<file path="src/rtl/cdb_arbiter.sv">
// Common data bus arbiter: three per-unit completion FIFOs feeding a round-robin
// arbiter that broadcasts one {tag, data} result per cycle on registered CDB outputs.
module cdb_arbiter #(
    parameter int FIFO_DEPTH = 2,
    parameter int TAG_W      = 5,
    parameter int DATA_W     = 32
) (
    input  logic              clk_i,
    input  logic              reset_ni,
    input  logic              alu_valid_i,
    input  logic [TAG_W-1:0]  alu_tag_i,
    input  logic [DATA_W-1:0] alu_data_i,
    output logic              alu_ready_o,
    input  logic              mul_valid_i,
    input  logic [TAG_W-1:0]  mul_tag_i,
    input  logic [DATA_W-1:0] mul_data_i,
    output logic              mul_ready_o,
    input  logic              lsu_valid_i,
    input  logic [TAG_W-1:0]  lsu_tag_i,
    input  logic [DATA_W-1:0] lsu_data_i,
    output logic              lsu_ready_o,
    output logic              cdb_en_o,
    output logic [TAG_W-1:0]  cdb_tag_o,
    output logic [DATA_W-1:0] cdb_data_o,
    output logic [1:0]        cdb_src_o
);

    localparam int PTR_W = (FIFO_DEPTH > 1) ? $clog2(FIFO_DEPTH) : 1;
    localparam int CNT_W = PTR_W + 1;
    localparam int ENT_W = TAG_W + DATA_W;
    localparam logic [CNT_W-1:0] CNT_FULL = CNT_W'(FIFO_DEPTH);
    localparam logic [CNT_W-1:0] CNT_ONE  = CNT_W'(1);
    localparam logic [PTR_W-1:0] PTR_ONE  = PTR_W'(1);

    logic [ENT_W-1:0]  mem_q [3][FIFO_DEPTH];
    logic [PTR_W-1:0]  wptr_q [3];
    logic [PTR_W-1:0]  wptr_d [3];
    logic [PTR_W-1:0]  rptr_q [3];
    logic [PTR_W-1:0]  rptr_d [3];
    logic [CNT_W-1:0]  count_q [3];
    logic [CNT_W-1:0]  count_d [3];
    logic              in_valid [3];
    logic [ENT_W-1:0]  in_entry [3];
    logic              ready [3];
    logic              push [3];
    logic              pop [3];

    logic [1:0]        last_grant_q, last_grant_d;
    logic [1:0]        win;
    logic [2:0]        cand;
    logic              grant;
    logic [ENT_W-1:0]  head;

    logic              cdb_en_q, cdb_en_d;
    logic [TAG_W-1:0]  cdb_tag_q, cdb_tag_d;
    logic [DATA_W-1:0] cdb_data_q, cdb_data_d;
    logic [1:0]        cdb_src_q, cdb_src_d;

    always_comb begin
        in_valid[0] = alu_valid_i;
        in_valid[1] = mul_valid_i;
        in_valid[2] = lsu_valid_i;
        in_entry[0] = {alu_tag_i, alu_data_i};
        in_entry[1] = {mul_tag_i, mul_data_i};
        in_entry[2] = {lsu_tag_i, lsu_data_i};
    end

    // Ready looks only at the registered count, so a same-cycle pop never frees a slot early.
    always_comb begin
        for (int s = 0; s < 3; s++) begin
            ready[s] = (count_q[s] != CNT_FULL);
            push[s]  = in_valid[s] && ready[s];
        end
    end

    // Round-robin search beginning one past the previous winner, wrapping ALU -> MUL -> LSU.
    always_comb begin
        grant = 1'b0;
        win   = 2'd0;
        cand  = 3'd0;
        for (int k = 1; k <= 3; k++) begin
            cand = {1'b0, last_grant_q} + 3'(k);
            if (cand >= 3'd3) begin
                cand = cand - 3'd3;
            end
            if (!grant && (count_q[cand[1:0]] != '0)) begin
                grant = 1'b1;
                win   = cand[1:0];
            end
        end
    end

    always_comb begin
        head         = mem_q[win][rptr_q[win]];
        last_grant_d = grant ? win : last_grant_q;
        cdb_en_d     = grant;
        cdb_tag_d    = grant ? head[ENT_W-1:DATA_W] : cdb_tag_q;
        cdb_data_d   = grant ? head[DATA_W-1:0]     : cdb_data_q;
        cdb_src_d    = grant ? win                  : cdb_src_q;
        for (int s = 0; s < 3; s++) begin
            pop[s]    = grant && (win == 2'(s));
            wptr_d[s] = push[s] ? wptr_q[s] + PTR_ONE : wptr_q[s];
            rptr_d[s] = pop[s]  ? rptr_q[s] + PTR_ONE : rptr_q[s];
            case ({push[s], pop[s]})
                2'b10:   count_d[s] = count_q[s] + CNT_ONE;
                2'b01:   count_d[s] = count_q[s] - CNT_ONE;
                default: count_d[s] = count_q[s];
            endcase
        end
    end

    always_ff @(posedge clk_i or negedge reset_ni) begin
        if (!reset_ni) begin
            for (int s = 0; s < 3; s++) begin
                wptr_q[s]  <= '0;
                rptr_q[s]  <= '0;
                count_q[s] <= '0;
            end
            last_grant_q <= 2'd2;
            cdb_en_q     <= 1'b0;
            cdb_tag_q    <= '0;
            cdb_data_q   <= '0;
            cdb_src_q    <= 2'd0;
        end else begin
            for (int s = 0; s < 3; s++) begin
                wptr_q[s]  <= wptr_d[s];
                rptr_q[s]  <= rptr_d[s];
                count_q[s] <= count_d[s];
            end
            last_grant_q <= last_grant_d;
            cdb_en_q     <= cdb_en_d;
            cdb_tag_q    <= cdb_tag_d;
            cdb_data_q   <= cdb_data_d;
            cdb_src_q    <= cdb_src_d;
        end
    end

    // Storage needs no reset: the counts alone decide which slots hold live entries.
    always_ff @(posedge clk_i) begin
        for (int s = 0; s < 3; s++) begin
            if (push[s]) begin
                mem_q[s][wptr_q[s]] <= in_entry[s];
            end
        end
    end

    assign alu_ready_o = ready[0];
    assign mul_ready_o = ready[1];
    assign lsu_ready_o = ready[2];
    assign cdb_en_o    = cdb_en_q;
    assign cdb_tag_o   = cdb_tag_q;
    assign cdb_data_o  = cdb_data_q;
    assign cdb_src_o   = cdb_src_q;

endmodule

</file>
<file path="config.mk">
export PLATFORM = sky130hd
export DESIGN_NAME = cdb_arbiter
export DESIGN_NICKNAME = d
export VERILOG_FILES = /design/src/rtl/cdb_arbiter.sv
export SDC_FILE = /design/constraint.sdc
export NUM_CORES = 1
export LEC_CHECK = 0
export ABC_CLOCK_PERIOD_IN_PS = 3850
export CORE_MARGIN = 2
export CORE_UTILIZATION = 54
export CTS_CLUSTER_SIZE = 20
export DETAILED_ROUTE_END_ITERATION = 6
export PLACE_DENSITY_LB_ADDON = 0.2
export SKIP_CTS_REPAIR_TIMING = 1
export SYNTH_ARGS = -nofsm -noshare
export SYNTH_HDL_FRONTEND = slang
export SYNTH_SLANG_ARGS = --single-unit
</file>
<file path="constraint.sdc">
create_clock -name clk_i -period 3.85 [get_ports clk_i]
set_clock_uncertainty 0.1 [all_clocks]
set_input_delay 0.77 -clock clk_i [delete_from_list [all_inputs] [get_ports clk_i]]
set_output_delay 0.77 -clock clk_i [all_outputs]
set_load 0.01 [all_outputs]
</file>
==> flow_summary.yaml, run 1 <==
outcome:
  run_status: "finished clean"
grt:
  antenna_found_initial: 1
  grt_pass1_wl_microns: 39500
  grt_overflow: 0
  grt_max_degree: 114
  grt_pass1_vias: 7345
  grt.total_usage_pct: 23.7
die:
  dieArea_sq_um: 21600
  dieWidth_microns: 147
  placementRows: 52
  io_pins: 159
  fp.dieH_microns: 147
  initial_core_util_pct: 54.8
  core_area_sq_um: 20200
synth:
  synth_seq_cells: 275
  ys.flop_type: "edfxtp_1"
  synth.avg_cell_area_sq_um: 14.9
  syn_area_sq_um: 11100
  yosysSeqAreaShare_pct: 72.3
  synth_nets: 866
  synth_edf_count: 222
  synth_warnings: 0
  postSynth.asyncResetShare_pct: 19.3
  ys_types: 41
  synth_cells: 743
detailed_routing:
  drt-vias-per-instance: 5.80
  final_antenna_net_count: 0
  post_drt_wl_per_cell_microns: 21.5
  totalWireLength_microns: 25600
  drcViolationCount: 0
  dr.pass1.iters: 5
  drt_iter0_drc: 577
  num_vias: 6922
critical_path:
  crit_family: "compound AO/OA/AOI/OAI gates"
  crit_type: "flop to flop"
  critPathBufInv: 2
  endpoint_kind: "flop"
  r2r_cells: 10
  worstPathArrival_ns: 3.78
  slowest_delay_ns: 0.55
  critPathRequiredTime_ns: 4.19
  r2r-start: "last_grant_q[0]"
  cp_cell_sequence: "inv_1 -> ha_1 -> or2_1 -> o22a_1 -> o211ai_2 -> a21o_4 -> buf_12 -> mux2i_1 -> a211o_1 -> a31oi_1"
  crit_slowest_cell: "a21o_4"
  start_kind: "flop"
  r2r-end: "cdb_data_o[10]"
  crit_path_max_fanout: 46
  reg2reg_slack_ns: 0.41
min_path:
  hp-class: "input port to async pin"
timing:
  grt_setup_unrepaired: "no"
  finalHoldViolations: 0
  setup_violations: 0
  fmax_mhz: 291
  post-route-period-util_pct: 89.4
  hold_slack_ns: 0.0705
  fin_crit_ns: 3.44
  fin_setup_tns_ns: 0
  drv_slew: 0
  relSlewSlack_pct: 21.7
  tightest_slew_ns: 1.17
clock_network:
  cts_root_buffer: "clkbuf_16"
  clk-insertion-delay-late_ns: 0.53
  cts_tree: "yes"
  numCtsBuffers: 29
  cts_buffer_depth: 3
  cts_max_level: 1
  clock_sinks: 275
  path_clk_slew_ns: 0.06
final_layout:
  postLayoutCoreUtil_pct: 68.7
  nets: 1022
  area_growth_pct: 25.4
  layout-drive-gt1-share_pct: 8.47
place:
  routabilityCongestion: 0.867
  post-dp-hpwl_microns: 15800
  port_buffers: 158
job:
  max_cap_viol_count: 0
==> kinds of logic (layout without fill, tap and decap cells) <==
logic type / count (synthesis) / in the layout / synth area share [%]
buffers and inverters: 60 / 238 / 2.57
XOR/XNOR: 15 / 15 / 1.19
multiplexers: 37 / 37 / 3.35
AND/OR/NAND/NOR: 216 / 216 / 10.6
other: 0 / 2 / 0
AO/OA/AOI/OAI: 133 / 133 / 9.21
flip-flops: 275 / 275 / 72.3
adder cells (fa/ha/maj): 7 / 7 / 0.792
==> final cells by class <==
cell class	instances	area, sq um
Sequential cell	275	7990
Antenna cell	2	5.00
Clock inverter	13	83.8
Multi-Input combinational cell	408	2830
Clock buffer	40	807
Fill cell	1397	6310
Tap cell	270	338
Inverter	7	26.3
Timing Repair Buffer	178	1780
==> cell usage after synthesis, types with 6 or more instances <==
library cell  instances  area share (%)
a31oi_1              37             2.1
dfrtp_1              52              12
buf_2                11            0.50
buf_4                 7            0.48
nor3b_1              38             2.6
nor2_1               84             2.9
xnor2_1              10            0.79
and3_1               40             2.3
o31ai_1              37             2.5
nand2_1               6            0.20
ha_1                  7            0.79
clkbuf_1             31             1.1
edfxtp_1            222              60
and2_1               37             2.1
o21ai_0               6            0.27
a211o_1              39             3.1
mux2i_1              37             3.4
==> worst max-delay path by stage <==
stage | depth (start not counted) | start | slack (ns) | endpoint
after global placement | 10 | last_grant_q[0] | 0.65 | cdb_data_o[5]
final | 10 | last_grant_q[0] | 0.41 | cdb_data_o[10]
after floorplan | 13 | last_grant_q[1] | 0.81 | count_q[3]
after global routing | 10 | last_grant_q[0] | 0.20 | cdb_data_o[18]
after detailed placement | 10 | last_grant_q[0] | 0.44 | cdb_data_o[10]
after CTS | 10 | last_grant_q[0] | 0.42 | cdb_data_o[10]
==> sequential cells by signal, indices dropped and copies added, names as in the netlist <==
register	count
cdb_data_o	32
last_grant_q	2
cdb_en_o	1
count_q	6
cdb_tag_o	5
cdb_src_o	1
mem_q	222
rptr_q	3
wptr_q	3
==> layout by cell type (no fill, tap or decap), types with 2 or more instances in the layout <==
cell             instances
a211o_1                 38
a21oi_1                  3
a31oi_1                 37
and2_1                  37
and3_1                  37
and3_2                   3
buf_12                   4
buf_4                   16
clkbuf_1                 7
clkbuf_16               29
clkbuf_8                 4
clkdlybuf4s50_1        157
clkinv_1                 5
clkinv_2                 7
dfrtp_1                 52
diode_2                  2
edfxtp_1               222
ha_1                     7
inv_1                    5
inv_2                    2
mux2i_1                 37
nand2_1                  6
nand2b_1                 4
nor2_1                  81
nor2_4                   3
nor3_1                   3
nor3b_1                 38
o21ai_0                  6
o311ai_0                 2
o31ai_1                 37
xnor2_1                 10
xor2_1                   5
==> routing by layer <==
metal	track usage, %	part of all wire [%]	vias to the layer above	wire (microns)
li1	-	-	3123	-
met4	8.56	2.8	0	707
met3	3.29	5.5	57	1410
met5	0	0	-	0
met2	41.5	51	255	13100
met1	30.4	41	3487	10400
==> stage by stage <==
stage                     instance area, sq um  setup slack (ns)  cells
after floorplan                          11100             0.807    743
after global placement                   13000             0.655   1138
after detailed placement                 13000             0.442   1138
after CTS                                13900             0.416   1191
after global routing                     13900             0.195   1192
final                                    13900             0.409   1193
Power of run 1 is left out: the tool's default activity adds up to more than one toggle a clock period on the data nets, which glitch-free logic cannot reach.
==> run 2: changes to the inputs <==
--- a/config.mk
+++ b/config.mk
@@ -6,6 +6,7 @@
 export NUM_CORES = 1
 export LEC_CHECK = 0
 export ABC_CLOCK_PERIOD_IN_PS = 3850
+export CAP_MARGIN = 30
 export CORE_MARGIN = 2
 export CORE_UTILIZATION = 54
 export CTS_CLUSTER_SIZE = 20
==> flow_summary.yaml, run 2 (synthesis results as in run 1) <==
timing:
  relSlewSlack_pct: 51.3
  post-route-period-util_pct: 90.2
  fin_crit_ns: 3.47
  setup_violations: 0
  fmax_mhz: 288
  fin_setup_tns_ns: 0
  finalHoldViolations: 0
  drv_slew: 0
  tightest_slew_ns: 0.728
  grt_setup_unrepaired: "no"
critical_path:
  worstPathArrival_ns: 3.82
  crit_type: "flop to flop"
  crit_path_max_fanout: 46
  endpoint_kind: "flop"
  start_kind: "flop"
  critPathRequiredTime_ns: 4.20
final_layout:
  final_common_cell: "edfxtp_1"
  nets: 1023
  largest_register_ffs: 222
  area_growth_pct: 26.3
  layout-drive-gt1-share_pct: 8.88
  layout_common_cells: "222 x edfxtp_1, 157 x clkdlybuf4s50_1, 81 x nor2_1, 52 x dfrtp_1"
clock_network:
  clock_sinks: 275
  numCtsBuffers: 29
  cts_tree: "yes"
  cts_max_level: 1
  path_clk_slew_ns: 0.06
  clk-insertion-delay-late_ns: 0.54
  cts_buffer_depth: 3
  cts_root_buffer: "clkbuf_16"
detailed_routing:
  totalWireLength_microns: 26100
  num_vias: 6933
  post_drt_wl_per_cell_microns: 21.8
  dr.pass1.iters: 5
  drt-vias-per-instance: 5.80
  drcViolationCount: 0
  drt_iter0_drc: 491
  final_antenna_net_count: 0
min_path:
  hp-class: "input port to async pin"
die:
  dieArea_sq_um: 21600
  initial_core_util_pct: 54.8
  io_pins: 159
  core_area_sq_um: 20200
  fp.dieH_microns: 147
  dieWidth_microns: 147
  placementRows: 52
place:
  post-dp-hpwl_microns: 16000
  port_buffers: 158
  routabilityCongestion: 0.867
outcome:
  run_status: "finished clean"
grt:
  grt_pass1_vias: 7395
  antenna_found_initial: 2
  grt_max_degree: 68
  grt.total_usage_pct: 24.0
  grt_pass1_wl_microns: 40000
  grt_overflow: 0
job:
  max_cap_viol_count: 0
run 2: cell types whose count changed in the layout (fill, tap and decap cells not counted):
cell | before | now
clkinvlp_4 | 0 | 1
bufinv_16 | 1 | 2
inv_6 | 0 | 1
buf_16 | 0 | 1
clkinv_1 | 5 | 3
clkbuf_8 | 4 | 8
clkinv_2 | 7 | 3
run 2: worst paths after layout:
path                            startpoint             end  slack [ns]  depth (start not counted)
min in group clk_i               rptr_q[2]       rptr_q[2]        0.38                          1
min reg2reg                      rptr_q[2]       rptr_q[2]        0.38                          1
min                               reset_ni    cdb_tag_o[0]        0.06                          1
max                        last_grant_q[0]  cdb_data_o[10]        0.38                         10
max reg2reg                last_grant_q[0]  cdb_data_o[10]        0.38                         10
max in group asynchronous         reset_ni   cdb_data_o[6]        2.60                          2
run 2: metrics by stage:
step	hold WS [ns]	instances	instance area [sq um]	worst slack, ns	utilization [%]
final	0.0555	1195	14000	0.377	69.2
after global routing	0.0684	1195	14000	0.186	69.2
after CTS	0.0559	1193	14000	0.425	69.2
after detailed placement	0.369	1139	13000	0.452	64.4
after global placement	0.373	1138	13000	0.655	64.3
after floorplan	0.342	743	11100	0.807	-
run 2: per-layer routing:
layer	global-route usage (%)	part of all wire, %	vias up
met2	42.6	52	287
met1	30.7	40	3464
li1	-	-	3135
met3	3.76	6.2	47
met5	0	0	-
met4	7.55	2.1	0
run 2: critical path: stages, from the launching register on:
cell	delay, ns
dfrtp_1	0.49
inv_1	0.14
ha_1	0.42
or2_1	0.30
o22a_1	0.19
o211ai_2	0.25
a21o_4	0.56
buf_12	0.29
mux2i_1	0.10
a211o_1	0.30
a31oi_1	0.21
run 2: final cells by class:
type	instances	area [sq um]
repair buffers	179	1800
clock inverters	10	103
well taps	270	338
fillers	1355	6210
inverters	7	26.3
diodes	2	5.00
clock buffers	44	862
multi-input cells	408	2830
flip-flops and latches	275	7990
Power of run 2 is left out for the same reason.
==> run 3: changes to the inputs <==
--- a/config.mk
+++ b/config.mk
@@ -5,13 +5,14 @@
 export SDC_FILE = /design/constraint.sdc
 export NUM_CORES = 1
 export LEC_CHECK = 0
-export ABC_CLOCK_PERIOD_IN_PS = 3850
+export ABC_CLOCK_PERIOD_IN_PS = 3600
 export CAP_MARGIN = 30
 export CORE_MARGIN = 2
 export CORE_UTILIZATION = 54
 export CTS_CLUSTER_SIZE = 20
 export DETAILED_ROUTE_END_ITERATION = 6
-export PLACE_DENSITY_LB_ADDON = 0.2
+export HOLD_SLACK_MARGIN = 0.06
+export PLACE_DENSITY = 0.87
 export SKIP_CTS_REPAIR_TIMING = 1
 export SYNTH_ARGS = -nofsm -noshare
 export SYNTH_HDL_FRONTEND = slang
==> constraint.sdc (replaced) <==
create_clock -name clk_i -period 3.6 [get_ports clk_i]
set_clock_uncertainty 0.1 [all_clocks]
set_input_delay 0.72 -clock clk_i [delete_from_list [all_inputs] [get_ports clk_i]]
set_output_delay 0.72 -clock clk_i [all_outputs]
set_load 0.01 [all_outputs]
==> flow_summary.yaml, run 3 (synthesis results as in run 1) <==
timing:
  hold_slack_ns: 0.386
  grt_setup_unrepaired: "no"
  tightest_slew_ns: 0.779
  drv_slew: 0
  worst_slack_ns: 0.235
  setup_violations: 0
  fmax_mhz: 297
  finalHoldViolations: 0
  fin_crit_ns: 3.37
  fin_setup_tns_ns: 0
  relSlewSlack_pct: 48.1
  post-route-period-util_pct: 93.5
clock_network:
  cts_tree: "yes"
  clock_sinks: 275
  cts_buffer_depth: 3
  clk-insertion-delay-late_ns: 0.51
  path_clk_slew_ns: 0.06
  numCtsBuffers: 26
  cts_max_level: 1
  cts_root_buffer: "clkbuf_16"
place:
  pre_cts_ws_ns: 0.249
  port_buffers: 158
  post-dp-hpwl_microns: 15100
  routabilityCongestion: 0.802
  placed_area_sq_um: 13000
die:
  placementRows: 52
  dieWidth_microns: 147
  core_area_sq_um: 20200
  initial_core_util_pct: 54.8
  io_pins: 159
  dieArea_sq_um: 21600
  fp.dieH_microns: 147
detailed_routing:
  num_vias: 6918
  final_antenna_net_count: 0
  totalWireLength_microns: 24600
  drcViolationCount: 0
  post_drt_wl_per_cell_microns: 20.7
  drt-vias-per-instance: 5.83
  dr.pass1.iters: 5
  drt_iter0_drc: 580
final_layout:
  final_common_cell: "edfxtp_1"
  final_area_sq_um: 13900
  layout_common_cells: "222 x edfxtp_1, 157 x clkdlybuf4s50_1, 81 x nor2_1, 52 x dfrtp_1"
  layout-drive-gt1-share_pct: 8.19
  nets: 1019
  largest_register_ffs: 222
  area_growth_pct: 25.4
grt:
  grt_pass1_wl_microns: 38500
  grt_overflow: 0
  grt_pass1_vias: 7121
  antenna_found_initial: 1
  grt_max_degree: 92
  grt.total_usage_pct: 22.9
critical_path:
  critPathRequiredTime_ns: 3.93
  crit_slowest_cell: "buf_4"
  critPathBufInv: 2
  cp_cell_sequence: "inv_1 -> ha_1 -> or2_1 -> o22a_1 -> o211ai_2 -> a21o_4 -> buf_4 -> mux2i_1 -> a211o_1 -> a31oi_1"
  reg2reg_slack_ns: 0.23
  worstPathArrival_ns: 3.70
  endpoint_kind: "flop"
  start_kind: "flop"
  crit_path_max_fanout: 39
  crit_family: "compound AO/OA/AOI/OAI gates"
  crit_type: "flop to flop"
  slowest_delay_ns: 0.48
min_path:
  hp-class: "flop to flop"
job:
  max_cap_viol_count: 0
outcome:
  run_status: "finished clean"
## run 3: cell count changes in the layout (fill, tap and decap cells not counted), sizes merged
cell,before,now
clkbuf,44,33
clkinv,6,9
clkinvlp,1,4
buf,22,20
diode,2,1
dlygate4sd3,0,1
inv,8,7
## run 3: routing by layer
layer / vias to the layer above / wire length, microns / GRT usage (%)
li1: 3138 / - / -
met1: 3453 / 10000 / 30.9
met2: 292 / 12400 / 39.2
met3: 35 / 1720 / 4.01
met4: 0 / 439 / 5.96
met5: - / 0 / 0
## run 3: final cells by class
| cell class | count | area [sq um] |
|---|---|---|
| Inverter | 7 | 26.3 |
| Sequential cell | 275 | 7990 |
| Multi-Input combinational cell | 408 | 2830 |
| Clock buffer | 33 | 708 |
| Antenna cell | 1 | 2.50 |
| Timing Repair Buffer | 178 | 1840 |
| Fill cell | 1343 | 6300 |
| Clock inverter | 15 | 130 |
| Tap cell | 270 | 338 |
## run 3: metrics by stage
stage / instances / utilization (%)
global route: 1187 / 68.8
CTS: 1184 / 68.6
global placement: 1135 / 64.3
detailed placement: 1136 / 64.4
finish: 1187 / 68.8
floorplan: 743 / -
## run 3: path summary, 6_finish.rpt
check	startpoint	to	cells past startpoint
worst max-delay path	last_grant_q[0]	cdb_data_o[1]	10
worst max register to register	last_grant_q[0]	cdb_data_o[1]	10
min in group asynchronous	reset_ni	cdb_data_o[26]	2
worst min-delay path	rptr_q[2]	rptr_q[2]	1
worst min register to register	rptr_q[2]	rptr_q[2]	1
max in group asynchronous	reset_ni	cdb_tag_o[4]	4
Power of run 3 is left out for the same reason.
